`config.mk`:
```
export PLATFORM = sky130hd
export DESIGN_NAME = int_epc_controller
export DESIGN_NICKNAME = d
export VERILOG_FILES = /design/src/rtl/int_epc_controller.sv
export SDC_FILE = /design/constraint.sdc
export NUM_CORES = 1
export LEC_CHECK = 0
export CAP_MARGIN = 10
export CORE_MARGIN = 8
export CORE_UTILIZATION = 45
export CTS_CLUSTER_DIAMETER = 30
export CTS_CLUSTER_SIZE = 14
export DETAILED_ROUTE_END_ITERATION = 8
export PLACE_DENSITY = 0.95
export SYNTH_ARGS = -nofsm -noshare
export SYNTH_HDL_FRONTEND = slang
export SYNTH_SLANG_ARGS = --single-unit
export TNS_END_PERCENT = 50
```
`constraint.sdc`:
```
create_clock -name i_clk -period 4.5 [get_ports i_clk]
set_clock_uncertainty 0.15 [all_clocks]
set_input_delay 0.45 -clock i_clk [delete_from_list [all_inputs] [get_ports i_clk]]
set_output_delay 0.45 -clock i_clk [all_outputs]
set_load 0.02 [all_outputs]
```
`src/rtl/int_epc_controller.sv`:
```
// Interrupt entry/return sequencer: latches IRQ edges, redirects fetch to a vector at a safe point,
// saves the ID-stage PC to EPC and redirects back to it on ERET.
module int_epc_controller #(
    parameter int unsigned NUM_IRQ    = 4,
    parameter logic [31:0] VEC_BASE   = 32'h0000_0004,
    parameter logic [31:0] VEC_STRIDE = 32'h0000_0008,
    parameter logic [1:0]  SEQUENCE   = 2'b00
) (
    input  logic               i_clk,
    input  logic               i_reset,
    input  logic [NUM_IRQ-1:0] i_irq,
    input  logic               i_mask_we,
    input  logic [NUM_IRQ-1:0] i_mask_wdata,
    input  logic               i_eret,
    input  logic [31:0]        i_ID_PC,
    input  logic               i_IF_ID_Stall,
    input  logic [1:0]         i_branch_Or_Jump,
    output logic               o_EPC_Selected,
    output logic [31:0]        o_PC_Int_Target,
    output logic               o_Int_IF_ID_Flush,
    output logic               o_Int_ID_EX_Flush,
    output logic [NUM_IRQ-1:0] o_int_ack,
    output logic [31:0]        o_EPC_out,
    output logic               o_in_service,
    output logic [NUM_IRQ-1:0] o_int_pending
);

    localparam int unsigned IDX_W = (NUM_IRQ > 1) ? $clog2(NUM_IRQ) : 1;

    typedef enum logic [1:0] {
        S_IDLE    = 2'd0,
        S_ENTER   = 2'd1,
        S_SERVICE = 2'd2,
        S_RETURN  = 2'd3
    } state_t;

    state_t             r_state;
    logic [NUM_IRQ-1:0] r_irq_q;
    logic [NUM_IRQ-1:0] r_pending;
    logic [NUM_IRQ-1:0] r_mask;
    logic [NUM_IRQ-1:0] r_ack;
    logic               r_sel;
    logic [31:0]        r_target;
    logic [31:0]        r_epc;
    logic               r_in_service;

    logic [NUM_IRQ-1:0] w_edge;
    logic [NUM_IRQ-1:0] w_cand;
    logic [IDX_W-1:0]   w_idx;
    logic               w_take;
    logic [31:0]        w_vec;
    logic [NUM_IRQ-1:0] w_onehot;

    assign w_edge = i_irq & ~r_irq_q;
    assign w_cand = r_pending & r_mask;

    // Lowest-index enabled pending line wins.
    always_comb begin
        w_idx = '0;
        for (int i = NUM_IRQ - 1; i >= 0; i--) begin
            if (w_cand[i]) begin
                w_idx = IDX_W'(i);
            end
        end
    end

    assign w_take   = (r_state == S_IDLE) && (|w_cand) && !i_IF_ID_Stall
                      && (i_branch_Or_Jump == SEQUENCE);
    assign w_vec    = VEC_BASE + (32'(w_idx) * VEC_STRIDE);
    assign w_onehot = NUM_IRQ'(1) << w_idx;

    // Redirect outputs are loaded on the state transition so they depend on state alone.
    always_ff @(posedge i_clk) begin
        if (i_reset) begin
            r_state      <= S_IDLE;
            r_irq_q      <= '0;
            r_pending    <= '0;
            r_mask       <= '0;
            r_ack        <= '0;
            r_sel        <= 1'b0;
            r_target     <= '0;
            r_epc        <= '0;
            r_in_service <= 1'b0;
        end else begin
            r_irq_q   <= i_irq;
            r_pending <= (r_pending & ~r_ack) | w_edge;
            if (i_mask_we) begin
                r_mask <= i_mask_wdata;
            end
            r_sel    <= 1'b0;
            r_target <= '0;
            r_ack    <= '0;
            case (r_state)
                S_IDLE: begin
                    if (w_take) begin
                        r_state  <= S_ENTER;
                        r_sel    <= 1'b1;
                        r_target <= w_vec;
                        r_ack    <= w_onehot;
                    end
                end
                S_ENTER: begin
                    r_epc        <= i_ID_PC;
                    r_in_service <= 1'b1;
                    r_state      <= S_SERVICE;
                end
                S_SERVICE: begin
                    if (i_eret && !i_IF_ID_Stall) begin
                        r_state      <= S_RETURN;
                        r_sel        <= 1'b1;
                        r_target     <= r_epc;
                        r_in_service <= 1'b0;
                    end
                end
                S_RETURN: begin
                    r_state <= S_IDLE;
                end
                default: begin
                    r_state <= S_IDLE;
                end
            endcase
        end
    end

    assign o_EPC_Selected    = r_sel;
    assign o_PC_Int_Target   = r_target;
    assign o_Int_IF_ID_Flush = r_sel;
    assign o_Int_ID_EX_Flush = r_sel;
    assign o_int_ack         = r_ack;
    assign o_EPC_out         = r_epc;
    assign o_in_service      = r_in_service;
    assign o_int_pending     = r_pending;

endmodule

```
==> impl_metrics.tcl <==
set metrics [dict create \
    rsz0062_at_grt "no" \
    arrival_ns 2.18 \
    track_usage 0.1513 \
    wl_met3_um 613 \
    fmax_ghz 0.4848 \
    cp-start-kind "flip-flop" \
    cp_max_fo 22 \
    drc 0 \
    end_kind "flip-flop" \
    clock_sinks 84 \
    firstDrtPassIters 4 \
    synth_area_um2 2856 \
    synth_top_area_frac 0.5887 \
    wl_met1_um 2771 \
    core-area_um2 6241 \
    cts_max_level 3 \
    cts_max_path_buffers 2 \
    layout-drive-gt1-share 0.06266 \
    postCtsHoldBufs 0 \
    antenna_left 0 \
    cts_tree "yes" \
    dieArea_um2 9153 \
    p_leak_nw 1.631 \
    diodes 0 \
    syn_inst 260 \
    setup_violations 0 \
    vias 2226 \
    portBuffers 122 \
    yosysTopAreaCell "dfxtp_1" \
    synth_seq_cells 84 \
    area_delta_synth_final_pct 51.60 \
    clk_pin_slew_ns 0.08 \
    io_pins 123 \
    wire_per_inst_um 15.47 \
    cts_setup_buffers 0 \
    initial_core_util 0.4577 \
    clk_latency_ns 0.32 \
    required_ns 4.62 \
    avgSynthCellArea_um2 10.99 \
    peakVddDrop_mv 0.2900 \
    maxCapViolations 0 \
    fin_setup_tns_ns 0 \
    vias_per_cell 4.839 \
    place_hpwl_um 5260 \
    yosys_warnings 0 \
    power.total_mw 2.029 \
    top_layer "met4" \
    wl_met2_um 3637 \
    drt_wl_total_um 7118 \
    cts_made_buffers 9 \
    grt_pass1_vias 2200 \
    hp-class "flip-flop to flip-flop" \
    final.min_clock_period_ns 2.063 \
    synth_cell_types 29 \
    grt_pass1_wl_um 10830 \
    antenna_found_initial 0 \
    maxSlewViolCount 0 \
    gr-total-overflow 0 \
    yosys-top-cells-area "dfxtp_1 (59%), mux2i_1 (13%), and2_1 (6.4%), nor2_1 (5.4%), nand2b_1 (2.4%)" \
    tightest_slew_ns 1.017 \
    min_period_over_period 0.4584 \
    fin_nets 430 \
    gp_congestion 0.7749 \
    drt_iter0_drc 90 \
    finish.utilization 0.6939 \
    nFillCells 470 \
    syn_nets 311 \
    grt_max_degree 55 \
    dieHeight_um 95.67 \
    rows 29 \
    seq_area_frac_synth 0.5887 \
    post_cts_resized 0 \
    outcome "finished clean" \
    cts_root_buf "clkbuf_8" \
    power_density_nw_per_um2 468.6 \
    criticalPathCategory "flip-flop to flip-flop" \
    final_hold_viol_count 0 \
    relSlewSlack 0.3217 \
    die_w_um 95.67 \
]
## cells in the mapped netlist
cell type  number
a2111oi_1       1
a211oi_1        5
a21oi_1         4
a22o_1          3
a22oi_1         3
a32o_1          1
and2_1         29
buf_2           3
buf_4           2
buf_6           1
clkbuf_1        9
clkbuf_2        1
dfxtp_1        84
ha_1            4
inv_1           3
mux2i_1        37
nand2_1         5
nand2b_1       11
nand2b_4        1
nand3_1         1
nand3b_1        1
nor2_1         41
nor2b_1         4
nor3_1          1
nor3_2          1
nor4_1          1
nor4b_4         1
o21ai_2         1
or2_4           1
## through the flow
| stage | hold slack, ns | cell area [µm²] | cells | worst slack, ns |
|---|---|---|---|---|
| floorplan | 0.2970 | 2856 | 260 | 2.807 |
| global placement | 0.3120 | 4106 | 445 | 2.213 |
| detailed placement | 0.3234 | 4106 | 445 | 2.120 |
| CTS | 0.3401 | 4330 | 460 | 2.383 |
| global route | 0.3525 | 4330 | 460 | 2.239 |
| finish | 0.3424 | 4330 | 460 | 2.437 |
## where the power goes
part           total [mW]  switching, mW  internal (mW)
Clock               0.582          0.243          0.339
Sequential          0.884         0.0617          0.822
Combinational       0.564          0.275          0.289
## area by class of cell
class	instances	area (µm²)	share of cell area
multi-input combinational	157	1086	0.2508
timing repair buffer	124	1231	0.2843
inverter	3	11.26	0.002600
tap	77	96.34	0.02225
clock inverter	4	72.57	0.01676
clock buffer	11	151.4	0.03496
sequential	84	1682	0.3883
## layer usage
| layer | track usage | vias up |
|---|---|---|
| met4 | 0.06018 | 0 |
| met2 | 0.2589 | 77 |
| li1 | - | 1088 |
| met3 | 0.05591 | 9 |
| met1 | 0.1660 | 1052 |
| met5 | 0 | - |
## registers in the layout, summed over array words and instances (netlist names)
name             count
o_EPC_Selected       1
o_EPC_out           32
o_PC_Int_Target     32
o_in_service         1
o_int_ack            4
o_int_pending        4
r_irq_q              4
r_mask               4
r_state              2
## worst max-delay path, cell delays in order (launching register included)
cell and delay [ns]:
dfxtp_1 0.38, inv_1 0.15, ha_1 0.21, inv_1 0.08
or2_4 0.26, nor3_2 0.32, buf_4 0.30, and2_1 0.15
## final timing paths
| path | cells after the start | slack (ns) | from | end |
|---|---|---|---|---|
| max | 7 | 2.44 | r_state[0] | o_PC_Int_Target[26] |
| min | 2 | 0.34 | o_EPC_out[2] | o_PC_Int_Target[2] |
| max reg2reg | 7 | 2.44 | r_state[0] | o_PC_Int_Target[26] |
| min reg2reg | 2 | 0.34 | o_EPC_out[2] | o_PC_Int_Target[2] |
## logic make-up (layout without fill, tap and decap cells)
group / after synthesis / count (layout) / share of synthesized area
AND/OR/NAND/NOR: 98 / 98 / 0.1848
flip-flops: 84 / 84 / 0.5887
multiplexers: 37 / 37 / 0.1297
buffers and inverters: 19 / 142 / 0.03197
AO/OA/AOI/OAI: 18 / 18 / 0.04731
adder cells (fa/ha/maj): 4 / 4 / 0.01752
## layout by cell type, fill, tap and decap left out, drive strengths merged
cell           count
nor4b              1
a32o               1
a211oi             5
a22o               3
and2              29
buf                3
bufinv             2
clkinv             1
ha                 4
mux2i             37
nor2b              4
or2                1
dfxtp             84
clkinvlp           1
o21ai              1
nor2              41
clkdlybuf4s50    121
nand3b             1
nor4               1
a22oi              3
nand2b            12
nand2              5
clkbuf            11
a2111oi            1
nor3               2
nand3              1
a21oi              4
inv                3
No activity file was read; power rests on OpenSTA's default activity.
